===== src/rtl/msrv32_ahb_pkg.sv =====
// Shared AHB-Lite constants, bridge state encoding and address-phase payload
// for the msrv32 data-side bridge.
package msrv32_ahb_pkg;

  localparam int unsigned ADDR_W = 32;
  localparam int unsigned DATA_W = 32;

  localparam logic [1:0] HTRANS_IDLE   = 2'b00;
  localparam logic [1:0] HTRANS_NONSEQ = 2'b10;

  localparam logic [2:0] HSIZE_BYTE = 3'b000;
  localparam logic [2:0] HSIZE_HALF = 3'b001;
  localparam logic [2:0] HSIZE_WORD = 3'b010;

  typedef enum logic [1:0] {
    ST_IDLE = 2'b00,
    ST_DATA = 2'b01,
    ST_ERR  = 2'b10
  } bridge_state_t;

  typedef struct packed {
    logic [ADDR_W-1:0] haddr;
    logic              hwrite;
    logic [2:0]        hsize;
  } ahb_addr_phase_t;

endpackage


===== src/rtl/msrv32_ahb_size_enc.sv =====
// Maps a store byte-lane mask to HSIZE and the low address bits; loads are
// always word transfers on an aligned address.
module msrv32_ahb_size_enc
  import msrv32_ahb_pkg::*;
(
  input  logic              wr,
  input  logic [3:0]        mask,
  input  logic [29:0]       addr_hi,
  output logic [ADDR_W-1:0] haddr,
  output logic [2:0]        hsize,
  output logic              illegal
);

  logic [1:0] lo;

  always_comb begin
    hsize   = HSIZE_WORD;
    lo      = 2'b00;
    illegal = 1'b0;
    if (wr) begin
      case (mask)
        4'b1111: begin hsize = HSIZE_WORD; lo = 2'b00; end
        4'b0011: begin hsize = HSIZE_HALF; lo = 2'b00; end
        4'b1100: begin hsize = HSIZE_HALF; lo = 2'b10; end
        4'b0001: begin hsize = HSIZE_BYTE; lo = 2'b00; end
        4'b0010: begin hsize = HSIZE_BYTE; lo = 2'b01; end
        4'b0100: begin hsize = HSIZE_BYTE; lo = 2'b10; end
        4'b1000: begin hsize = HSIZE_BYTE; lo = 2'b11; end
        default: illegal = 1'b1;
      endcase
    end
    haddr = {addr_hi, lo};
  end

endmodule


===== src/rtl/msrv32_ahb_data_bridge.sv =====
// Core data-port to AHB-Lite master bridge: combinational address phase,
// registered write data, ERROR cancellation and a bus-hang watchdog.
module msrv32_ahb_data_bridge
  import msrv32_ahb_pkg::*;
#(
  parameter int unsigned TIMEOUT_CYCLES = 256,
  parameter int unsigned TO_CNT_W       = 9
) (
  input  logic              ms_riscv32_mp_clk_in,
  input  logic              ms_riscv32_mp_rst_in,
  input  logic [1:0]        core_htrans_in,
  input  logic [ADDR_W-1:0] core_addr_in,
  input  logic [DATA_W-1:0] core_wdata_in,
  input  logic              core_wr_req_in,
  input  logic [3:0]        core_wr_mask_in,
  output logic              core_hready_out,
  output logic [DATA_W-1:0] core_rdata_out,
  output logic              core_hresp_out,
  output logic [ADDR_W-1:0] haddr_out,
  output logic              hwrite_out,
  output logic [2:0]        hsize_out,
  output logic [1:0]        htrans_out,
  output logic [DATA_W-1:0] hwdata_out,
  input  logic [DATA_W-1:0] hrdata_in,
  input  logic              hready_in,
  input  logic              hresp_in,
  output logic              bus_timeout_out
);

  localparam bit WD_EN = (TIMEOUT_CYCLES != 0);
  localparam logic [TO_CNT_W-1:0] WD_LAST =
    TO_CNT_W'((TIMEOUT_CYCLES == 0) ? 0 : TIMEOUT_CYCLES - 1);

  logic clk;
  logic rst_n;
  assign clk   = ms_riscv32_mp_clk_in;
  assign rst_n = ms_riscv32_mp_rst_in;

  bridge_state_t       state_q, state_d;
  logic                err_pend_q, err_pend_d;
  logic [TO_CNT_W-1:0] wd_cnt_q, wd_cnt_d;
  logic [DATA_W-1:0]   hwdata_q;
  logic [DATA_W-1:0]   rdata_q;

  logic              accept, issue, wd_fire, data_done, illegal;
  logic [ADDR_W-1:0] enc_haddr;
  logic [2:0]        enc_hsize;
  ahb_addr_phase_t   ap;

  msrv32_ahb_size_enc u_size_enc (
    .wr      (core_wr_req_in),
    .mask    (core_wr_mask_in),
    .addr_hi (core_addr_in[31:2]),
    .haddr   (enc_haddr),
    .hsize   (enc_hsize),
    .illegal (illegal)
  );

  // Next-state, core response and watchdog control
  always_comb begin
    state_d         = state_q;
    err_pend_d      = 1'b0;
    wd_cnt_d        = '0;
    core_hready_out = 1'b1;
    core_hresp_out  = 1'b0;
    bus_timeout_out = 1'b0;

    data_done = (state_q == ST_DATA) && hready_in;
    wd_fire   = WD_EN && (state_q == ST_DATA) && !hready_in && (wd_cnt_q == WD_LAST);
    // Reset gates acceptance so the address phase drops immediately on rst_n
    accept    = rst_n && (core_htrans_in == HTRANS_NONSEQ) &&
                ((state_q == ST_IDLE) || (data_done && !hresp_in));
    issue     = accept && !illegal;

    case (state_q)
      ST_IDLE: begin
        core_hresp_out = err_pend_q;
        if (issue) state_d = ST_DATA;
      end
      ST_DATA: begin
        core_hready_out = hready_in;
        if (wd_fire) begin
          core_hready_out = 1'b1;
          core_hresp_out  = 1'b1;
          bus_timeout_out = 1'b1;
          state_d         = ST_IDLE;
        end else if (hready_in) begin
          core_hresp_out = hresp_in;
          state_d        = issue ? ST_DATA : ST_IDLE;
        end else if (hresp_in) begin
          state_d = ST_ERR;
        end else if (WD_EN) begin
          wd_cnt_d = wd_cnt_q + TO_CNT_W'(1);
        end
      end
      ST_ERR: begin
        core_hready_out = hready_in;
        core_hresp_out  = hready_in;
        if (hready_in) state_d = ST_IDLE;
      end
      default: state_d = ST_IDLE;
    endcase

    err_pend_d = accept && illegal;
  end

  // Address phase is driven only in the cycle a transfer is issued
  always_comb begin
    ap.haddr  = '0;
    ap.hwrite = 1'b0;
    ap.hsize  = HSIZE_WORD;
    if (issue) begin
      ap.haddr  = enc_haddr;
      ap.hwrite = core_wr_req_in;
      ap.hsize  = enc_hsize;
    end
  end

  assign htrans_out     = issue ? HTRANS_NONSEQ : HTRANS_IDLE;
  assign haddr_out      = ap.haddr;
  assign hwrite_out     = ap.hwrite;
  assign hsize_out      = ap.hsize;
  assign hwdata_out     = hwdata_q;
  assign core_rdata_out = data_done ? hrdata_in : rdata_q;

  always_ff @(posedge clk or negedge rst_n) begin
    if (!rst_n) begin
      state_q    <= ST_IDLE;
      err_pend_q <= 1'b0;
      wd_cnt_q   <= '0;
      hwdata_q   <= '0;
      rdata_q    <= '0;
    end else begin
      state_q    <= state_d;
      err_pend_q <= err_pend_d;
      wd_cnt_q   <= wd_cnt_d;
      if (issue)     hwdata_q <= core_wdata_in;
      if (data_done) rdata_q  <= hrdata_in;
    end
  end

endmodule


===== config.mk =====
export PLATFORM = sky130hd
export DESIGN_NAME = msrv32_ahb_data_bridge
export DESIGN_NICKNAME = d
export VERILOG_FILES = /design/src/rtl/msrv32_ahb_pkg.sv /design/src/rtl/msrv32_ahb_size_enc.sv /design/src/rtl/msrv32_ahb_data_bridge.sv
export SDC_FILE = /design/constraint.sdc
export NUM_CORES = 1
export LEC_CHECK = 0
export BUFFER_PORTS_ARGS = -buffer_cell sky130_fd_sc_hd__buf_2
export CORE_ASPECT_RATIO = 1.5
export CORE_UTILIZATION = 45
export CTS_BUF_LIST = sky130_fd_sc_hd__clkbuf_8
export CTS_CLUSTER_SIZE = 10
export DETAILED_ROUTE_END_ITERATION = 12
export PLACE_DENSITY = 0.94
export SLEW_MARGIN = 10
export SYNTH_ARGS = -nofsm -noshare
export SYNTH_HDL_FRONTEND = slang
export SYNTH_SLANG_ARGS = --single-unit

===== constraint.sdc =====
create_clock -name ms_riscv32_mp_clk_in -period 2.7 [get_ports ms_riscv32_mp_clk_in]
set_input_delay 0.27 -clock ms_riscv32_mp_clk_in [delete_from_list [all_inputs] [get_ports ms_riscv32_mp_clk_in]]
set_output_delay 0.27 -clock ms_riscv32_mp_clk_in [all_outputs]
set_load 0.05 [all_outputs]

======== Yosys cells after proc, flatten, opt, wreduce, memory -nomap -nowiden ========
Index checks and enable logic that the tools add are counted.
operators by class
  div/mod/pow operators ................... 0
  eq/ne operators ......................... 14
  add/subtract/negate cells ............... 1
  $mul .................................... 0
  multiplexer cells ....................... 27
  bitwise logic cells ..................... 0
  shift-type cells ........................ 0
  reduce and logical (&&, ||, !) cells .... 18
  $lt $le $gt $ge ......................... 0
operators with widths
  cell                   number
  $mux W36               1
  $mux W9                4
  $mux W32               1
  $mux W2                7
  $eq A4 B4 Y1 const B   3
  $pmux W2 S3            2
  $add A9 B1 Y9 const B  1
  $eq A9 B8 Y1 const B   1
  $eq A4 B2 Y1 const B   2
  $logic_and A1 B1 Y1    8
  $mux W1                8
  $reduce_or A7 Y1       1
  $eq A2 B2 Y1 const B   2
  $eq A4 B1 Y1 const B   1
  $eq A4 B3 Y1 const B   1
  $ne A2 B2 Y1 const B   2
  $ne A4 B4 Y1 const B   1
  $pmux W2 S2            1
  $reduce_or A2 Y1       2
  $reduce_or A4 Y1       1
  $logic_not A1 Y1       3
  $mux W3                1
  $pmux W1 S3            1
  $reduce_and A3 Y1      1
  4 further kinds        4
word-level totals
  input port bits ......................... 107
  output and inout bits ................... 105
  bits in latches ......................... 0
  logic and storage cells ................. 65
  bits in writable memories ............... 0
  register bits after elaboration ......... 76
  ROM bits ................................ 0
  memories kept ........................... 0

======== Longest topological paths before layout ========
Gate-level depths: netlist (run 1).
  depth after elaboration ................. 10
  depth in mapped cells ................... 8
  gate-level depth less buffers ........... 8

======== By module ========
From an unflattened synthesis (run 1), not the netlist that was laid out.
second synthesis, totals
  cell total of the unflattened synthesis .. 294
  area, all modules ....................... 3801.1 um^2
by module, submodules not included
  module                  cells an instance  area an instance (um^2)  instances  seq. area each (um^2)
  msrv32_ahb_data_bridge  248                3463.3                   1          1901.8
  msrv32_ahb_size_enc     46                 337.8                    1          0.0

======== Worst setup path after synthesis (run 1) ========
OpenSTA, ideal clock, no wires.
  path type ............................... flip-flop to output port
  start ................................... register state_q[1]
  end ..................................... output haddr_out[0]
  cell stages (with the launch flop) ...... 7
  arrival time ............................ 2.696 ns
  path slack .............................. -0.266 ns
  path buffers ............................ 0
  cell sequence ........................... dfrtp_1 > inv_1 > ha_1 > nand3b_2 > a21oi_4 > nand2_1 > nor4_1
on the way
  longest elaborated chain between the ends .. 7
  elaborated cells between the ends (all ways) .. 8
  classes of those cells .................. 1 x eq/ne; 1 x mux; 6 x reduce/logical
RTL lines
  what                    line                           RTL
  start, declared         msrv32_ahb_data_bridge.sv:39   bridge_state_t state_q, state_d;
  start signal, assigned  msrv32_ahb_data_bridge.sv:134  state_q <= state_d;
  $eq A2 B1 Y1            msrv32_ahb_data_bridge.sv:68   data_done = (state_q == ST_DATA) && hready_in;
  $logic_and A1 B1 Y1     msrv32_ahb_data_bridge.sv:68
  $logic_and A1 B1 Y1     msrv32_ahb_data_bridge.sv:72   ((state_q == ST_IDLE) || (data_done && !hresp_in));
  $logic_or A1 B1 Y1 *    msrv32_ahb_data_bridge.sv:72
  $logic_and A1 B1 Y1 *   msrv32_ahb_data_bridge.sv:71   accept = rst_n && (core_htrans_in == HTRANS_NONSEQ) &&
  $logic_and A1 B1 Y1 *   msrv32_ahb_data_bridge.sv:73   issue = accept && !illegal;
  $mux W36 *              msrv32_ahb_data_bridge.sv:112  if (issue) begin
  end, declared           msrv32_ahb_data_bridge.sv:19   output logic [ADDR_W-1:0] haddr_out,
Every way passes the cells marked *; elsewhere a longest branch is shown, timed or not.

======== Worst setup path after layout (run 1) ========
  start ................................... register state_q[1]
  end ..................................... output haddr_out[28]
The elaborated chain is that of the path after synthesis.

==> results of run 1 <==
[per-stage QoR]
step / hold slack, ps / power (mW) / cells
floorplan: -25.6 / 4.75 / 267
global placement: 437 / 5.46 / 567
detailed placement: 446 / 5.57 / 567
CTS: 119 / 6.66 / 587
global route: 122 / 6.94 / 589
finish: 142 / 6.65 / 589
[where the power goes]
| part | leakage [nW] | switching [mW] | internal, mW |
|---|---|---|---|
| Combinational | 1.61 | 2.68 | 1.06 |
| Sequential | 0.932 | 0.221 | 1.63 |
| Clock | 0.122 | 0.418 | 0.639 |
[worst min-delay path by stage]
stage | to | from
floorplan | err_pend_q | ms_riscv32_mp_rst_in
global placement | wd_cnt_q[0] | wd_cnt_q[0]
global route | hwdata_out[23] | core_wdata_in[23]
detailed placement | wd_cnt_q[0] | wd_cnt_q[0]
finish | err_pend_q | ms_riscv32_mp_rst_in
CTS | hwdata_out[11] | core_wdata_in[11]
[cell usage in the layout (no fill, tap or decap), types with 3 or more instances in the layout]
master | netlist | routed
nand3_1 | 3 | 3
and2_1 | 34 | 34
clkbuf_8 | 0 | 10
nor2b_1 | 3 | 3
nor2_1 | 15 | 15
clkbuf_4 | 0 | 8
mux2_4 | 28 | 28
nand2_1 | 5 | 5
buf_2 | 3 | 198
o21a_4 | 1 | 3
ha_1 | 6 | 4
and3_1 | 6 | 6
mux2_2 | 32 | 32
bufinv_16 | 0 | 3
xnor2_1 | 5 | 5
mux2_1 | 4 | 4
inv_1 | 5 | 4
dfrtp_1 | 76 | 76
buf_4 | 3 | 8
[critical path, stage by stage (launching register included)]
cell and delay [ps]:
dfrtp_1 450, inv_2 130, ha_2 240, inv_1 110, a21oi_4 300, buf_12 150, o21a_4 180, and2_1 150
buf_2 260
[state kept, by name, summed over array words and instances, names as in the netlist]
| name | cells |
|---|---|
| hwdata_out | 32 |
| rdata_q | 32 |
| wd_cnt_q | 9 |
| err_pend_q | 1 |
| state_q | 2 |
[layout make-up]
type	instances	area, sq um	share of cell area
clock buffer	10	138	0.0272
clock inverter	6	111	0.0220
inverter	5	18.8	0.00371
multi-input combinational	175	1630	0.323
sequential	76	1900	0.376
tap	102	128	0.0252
timing repair buffer	215	1130	0.223
[cell families after synthesis]
logic type,synth area share
buffers and inverters,0.0381
AO/OA/AOI/OAI,0.0409
adder cells (fa/ha/maj),0.0208
XOR/XNOR,0.0170
multiplexers,0.229
flip-flops,0.527
AND/OR/NAND/NOR,0.126
other,0.00104
[metal layers]
layer | global-route usage | wire (um) | vias to the layer above
met4 | 0.103 | 258 | 0
met1 | 0.211 | 3180 | 1384
met5 | 0 | 0 | -
met3 | 0.0471 | 421 | 23
li1 | - | - | 1341
met2 | 0.420 | 5230 | 127
[repair_timing]
| item | in CTS | in global routing |
|---|---|---|
| resized for setup | 1 | 13 |
| cloned | 2 | 1 |
| setup endpoints to repair | 32 | 32 |
| pin swaps | 1 | 1 |
| buffers inserted | 2 | 1 |
==> run_results.csv, run 1 <==
group,metric,value,unit
status,status,"finished, final reports clean",
synthesis,netlist.area_leader.share,0.527,
pwr,leakage,2.66,nW
setup_path,worstPathMaxFanout,11,
detailed_routing,avgRoutedWirePerCell,15.4,um
cells_and_area,post_route_cell_area,0.00506,sq mm
timing,achievable-frequency,386,MHz
place,post_dp_cell_area,0.00470,sq mm
pwr,power.density_cell_area,1310,mW/mm^2
synthesis,synth-async-reset-ratio,1.00,
synthesis,synth.top_cells.by_count,"76 x dfrtp_1, 34 x and2_1, 32 x mux2_2",
detailed_routing,drc_violations,0,
setup_path,cp-start-kind,"register",
timing,final-hold-violation-count,0,
setup_path,startpoint,"state_q[1]",
synthesis,synth.most_common_cell,"dfrtp_1",
clock_tree,tritoncts.num_buffers,9,
timing,max_slew.worst_pin.slew,930,ps
clock_tree,cts-htree-levels,3,
timing,setup_viol,0,
timing,maxSlewViolCount,0,
cells_and_area,final_util,0.656,
detailed_routing,route.detailed.vias_per_inst,4.88,
synthesis,syn-cell-area,0.00361,sq mm
place,detailed_placer_s_ending_hpwl,6.47,mm
setup_path,worst_r2r_endpoint,"hwdata_out[30]",
setup_path,worstSetupEndpointType,"output port",
clock_tree,cts_max_path_buffers,2,
place,numPortBuffers,207,
grt,grt_start_max_net_pins,77,
cells_and_area,layout-area-overhead-vs-synth,40.3,%
timing,rsz0062_at_grt,"no",
timing,layout_worst_path_cycle_share,0.959,
timing,min_period,2590,ps
floorplanning,floorplan.die_area,0.00839,sq mm
cells_and_area,antennaDiodeCount,0,
min_path,worst_hold_check_path_type,"in2async",
detailed_routing,postRouteAntennaNets,0,
synthesis,synth.lib_cells_used.distinct,46,
timing,worst_clock_skew,8.00,ps
floorplanning,core_area,0.00771,sq mm
setup_path,required,2430,ps
clock_tree,clk_transition_reported_paths,70,ps
synthesis,synth_enable_flop_cells,0,
grt,grt_antenna_before_repair,0,
floorplanning,chipWidth,75.1,um
setup_path,endpoint,"haddr_out[28]",
clock_tree,tritoncts_num_sinks,76,
grt,grt_overflow_total,0,
cells_and_area,drive_above_1_share,0.624,
detailed_routing,detail_route.iter0.violations,129,
synthesis,synth_area_leaders,"dfrtp_1 53%, mux2_4 12%, mux2_2 10%",
synthesis,avgSynthCellArea,13.6,sq um
floorplanning,io_pins,212,
synthesis,yosysSeqAreaShare,0.527,
clock_tree,cts-root-buf,"clkbuf_8",
setup_path,reg2reg_setup_slack,220,ps
timing,maxSlewHeadroom,0.380,
setup_path,rr_startpoint,"state_q[1]",
synthesis,yosys_warnings,0,
synthesis,synth.largest_area_cell,"dfrtp_1",
grt,track_usage,0.220,
grt,grt_pass1_wl,13.7,mm
clock_tree,insertion_delay,350,ps
timing,post-route-worst-setup-slack,111,ps
clock_tree,cts-hold-fix-buffers,0,
cells_and_area,number_of_nets_in_the_finished_design,595,
setup_path,cp_data_arrival_time,2320,ps
grt,grt_pass1_vias,3034,
detailed_routing,drtPass1Iterations,4,
setup_path,timing.reg2reg.worst_path_depth,8,
timing,finalSetupTns,0,ps
pwr,peakVddDrop,0.878,mV
synthesis,synth.ff_latch_count,76,
floorplanning,floorplan.initialDensity,0.468,
place,place_ws,190,ps
clock_tree,tritoncts_clock_tree,"yes",
floorplanning,cell_rows,39,
cells_and_area,filler_cell_count,594,
detailed_routing,wl,9.09,mm
place,gpl.final_weighted_congestion,0.854,
setup_path,crit_path_class,"reg2out",
floorplanning,die-height,112,um
synthesis,synth_cells,266,
job,max-cap-violations,0,
synthesis,postSynth.topFlopCell,"dfrtp_1",
detailed_routing,routed-via-count,2875,
Power figures use the tool's default switching activity.
==> inputs of run 2 (changes only) <==
Settings changed: ABC_AREA set to 1, CORE_UTILIZATION 45 to 44, PLACE_DENSITY 0.94 to 0.93.
==> run_results.csv, run 2 <==
group,metric,value,unit
timing,post-route-worst-setup-slack,116,ps
pwr,comb_power_share,0.559,
status,status,"finished, final reports clean",
cells_and_area,filler_cell_count,594,
place,place_ws,396,ps
synthesis,synth_compound_gate_area_share,0.0233,
synthesis,main_combinational_cell_family_by_area_after_synthesis,"simple AND/OR/NAND/NOR gates",
cells_and_area,post_route_cell_area,0.00483,sq mm
timing,achievable-frequency,387,MHz
grt,grt_overflow_total,0,
synthesis,synth.lib_cells_used.distinct,23,
timing,maxSlewHeadroom,0.596,
pwr,power.density_cell_area,1340,mW/mm^2
clock_tree,insertion_delay,350,ps
synthesis,synth_enable_flop_cells,0,
min_path,hp-start,"core_wdata_in[17]",
synthesis,synth.top_cells.by_count,"120 x nand2_1, 76 x dfrtp_1, 53 x inv_1",
synthesis,yosysSeqAreaShare,0.553,
cells_and_area,layout.cells.most_common,"buf_2",
grt,track_usage,0.226,
clock_tree,cts-root-buf,"clkbuf_8",
cells_and_area,drive_above_1_share,0.444,
timing,layout_worst_path_cycle_share,0.957,
synthesis,avgSynthCellArea,9.00,sq um
synthesis,syn-cell-area,0.00344,sq mm
synthesis,synth_cells,382,
cells_and_area,mostFrequentLayoutCells,"200 x buf_2, 120 x nand2_1, 76 x dfrtp_1",
pwr,power_report.internal_total,3.12,mW
setup_path,crit_path_class,"reg2out",
floorplanning,chipWidth,74.2,um
pwr,total_switching_power,3.38,mW
pwr,pwr-share-clk,0.159,
floorplanning,core_area,0.00761,sq mm
detailed_routing,route.detailed.vias_per_inst,4.70,
place,detailed_placer_s_ending_hpwl,6.96,mm
setup_path,worst_r2r_endpoint,"wd_cnt_q[3]",
detailed_routing,drc_violations,0,
detailed_routing,wl,9.39,mm
min_path,worst_hold_check_path_type,"in2reg",
min_path,worst_hold_path.endpoint,"hwdata_out[17]",
synthesis,synth_area_leaders,"dfrtp_1 55%, nand2_1 13%, mux2_2 10%",
setup_path,worstSetupEndpointType,"output port",
grt,grt_start_max_net_pins,49,
clock_tree,cts_max_path_buffers,2,
job,max-cap-violations,0,
timing,min_period,2580,ps
synthesis,synth.largest_area_cell,"dfrtp_1",
detailed_routing,routed-via-count,3288,
pwr,sequentialPowerShare,0.282,
setup_path,worstPathMaxFanout,42,
pwr,totalPowerFinal,6.49,mW
setup_path,reg2reg_setup_slack,590,ps
cells_and_area,final_util,0.635,
floorplanning,io_pins,212,
synthesis,synth.ff_latch_count,76,
floorplanning,floorplan.initialDensity,0.452,
grt,grt_antenna_before_repair,1,
synthesis,synth-async-reset-ratio,1.00,
pwr,peakVddDrop,0.934,mV
detailed_routing,drtPass1Iterations,4,
cells_and_area,layout-area-overhead-vs-synth,40.6,%
synthesis,yosys_warnings,0,
clock_tree,clk_transition_reported_paths,80,ps
detailed_routing,avgRoutedWirePerCell,13.4,um
synthesis,synth.most_common_cell,"nand2_1",
detailed_routing,detail_route.iter0.violations,141,
min_path,worst_hold_path.num_cells,3,
setup_path,timing.reg2reg.worst_path_depth,11,
grt,grt_pass1_wl,13.4,mm
pwr,leakage,2.89,nW
floorplanning,die-height,110,um
timing,final-hold-violation-count,0,
place,numPortBuffers,207,
clock_tree,cts-htree-levels,3,
cells_and_area,number_of_nets_in_the_finished_design,706,
timing,worst_clock_skew,7.11,ps
clock_tree,tritoncts_num_sinks,76,
synthesis,netlist.area_leader.share,0.553,
grt,grt_pass1_vias,3131,
setup_path,required,2430,ps
clock_tree,tritoncts_clock_tree,"yes",
synthesis,post_synth_and_or_nand_nor_area_fraction,0.210,
clock_tree,post_cts_repair_setup_buffers,0,
synthesis,muxShareOfSynthArea,0.105,
place,gpl.final_weighted_congestion,0.811,
timing,final.hold.worst_slack,110,ps
floorplanning,floorplan.die_area,0.00818,sq mm
synthesis,postSynth.topFlopCell,"dfrtp_1",
detailed_routing,postRouteAntennaNets,0,
floorplanning,cell_rows,39,
synthesis,synth_fa_ha_area_frac,0.0218,
setup_path,rr_startpoint,"wd_cnt_q[0]",
place,post_dp_cell_area,0.00455,sq mm
cells_and_area,antennaDiodeCount,0,
timing,maxSlewViolCount,0,
clock_tree,tritoncts.num_buffers,9,
synthesis,yosys.area_share.xor_xnor,0,
setup_path,cp_data_arrival_time,2310,ps
pwr,swShare,0.520,
setup_path,cp-start-kind,"register",
timing,max_slew.worst_pin.slew,606,ps
timing,setup_viol,0,
==> run 2: changes by cell type in the layout (fill, tap and decap cells not counted), moves of 4 or more <==
cell,change
xnor2_1,-5
nor2_1,+35
and2_1,-34
nand3_1,+5
and3_1,-6
a21oi_1,+4
mux2_4,-28
clkbuf_4,-4
nand2_1,+115
o21ai_0,+4
mux2_1,-4
inv_1,+49
==> run 2: area by class of cell <==
type,instances,area (sq um),area share
Timing Repair Buffer,213,1100,0.229
Multi-Input combinational cell,239,1260,0.260
Tap cell,102,128,0.0264
Clock buffer,10,138,0.0285
Clock inverter,5,100,0.0207
Inverter,54,205,0.0424
Sequential cell,76,1900,0.393
==> run 2: worst max-delay path by stage <==
stage,startpoint,end,slack (ps),depth (start not counted)
after floorplan,wd_cnt_q[0],core_hresp_out,50,10
after global placement,state_q[1],haddr_out[29],470,8
after detailed placement,state_q[1],haddr_out[22],400,8
after CTS,state_q[1],hsize_out[0],30,9
after global routing,state_q[1],haddr_out[17],-10,8
final,state_q[1],haddr_out[14],120,8
==> run 2: repair_timing <==
item / in CTS / in global routing
hold buffers: 1 / 0
gates cloned: 0 / 1
resized for setup: 1 / 9
pin swaps: 0 / 1
endpoints found under the setup margin: 1 / 22
hold endpoints to repair: 28 / 0
==> run 2: layer usage <==
layer | GRT usage | vias to the layer above | part of all wire
met5 | 0 | - | 0
met4 | 0.146 | 0 | 0.042
met3 | 0.0473 | 35 | 0.060
met2 | 0.428 | 167 | 0.54
met1 | 0.212 | 1512 | 0.36
li1 | - | 1574 | -
==> run 2: stage by stage <==
stage               cells  TNS [ps]
finish                699         0
global route          699     -12.8
CTS                   698         0
detailed placement    682         0
global placement      682         0
floorplan             383         0
==> run 2: worst max-delay path, cell delays in order, from the launching register on <==
cell,delay [ps]
dfrtp_1,430
inv_1,100
ha_1,230
nand3_1,150
a21oi_4,230
nand2_4,160
buf_6,240
nor2_1,120
buf_2,270
==> run 2: power by group through the flow <==
stage               clock network [mW]  logic, mW  registers (mW)
floorplan                            0       1.98            2.66
global route                      1.10       3.81            1.88
global placement                     0       3.55            1.81
detailed placement                   0       3.62            1.85
CTS                               1.05       3.63            1.84
finish                            1.03       3.63            1.83
==> run 2: cell families after synthesis <==
kind of cell,count (synthesis)
simple gates,184
flops,76
mux,32
fa+ha+maj,6
other cells,1
compound gates,14
buf+inv,69
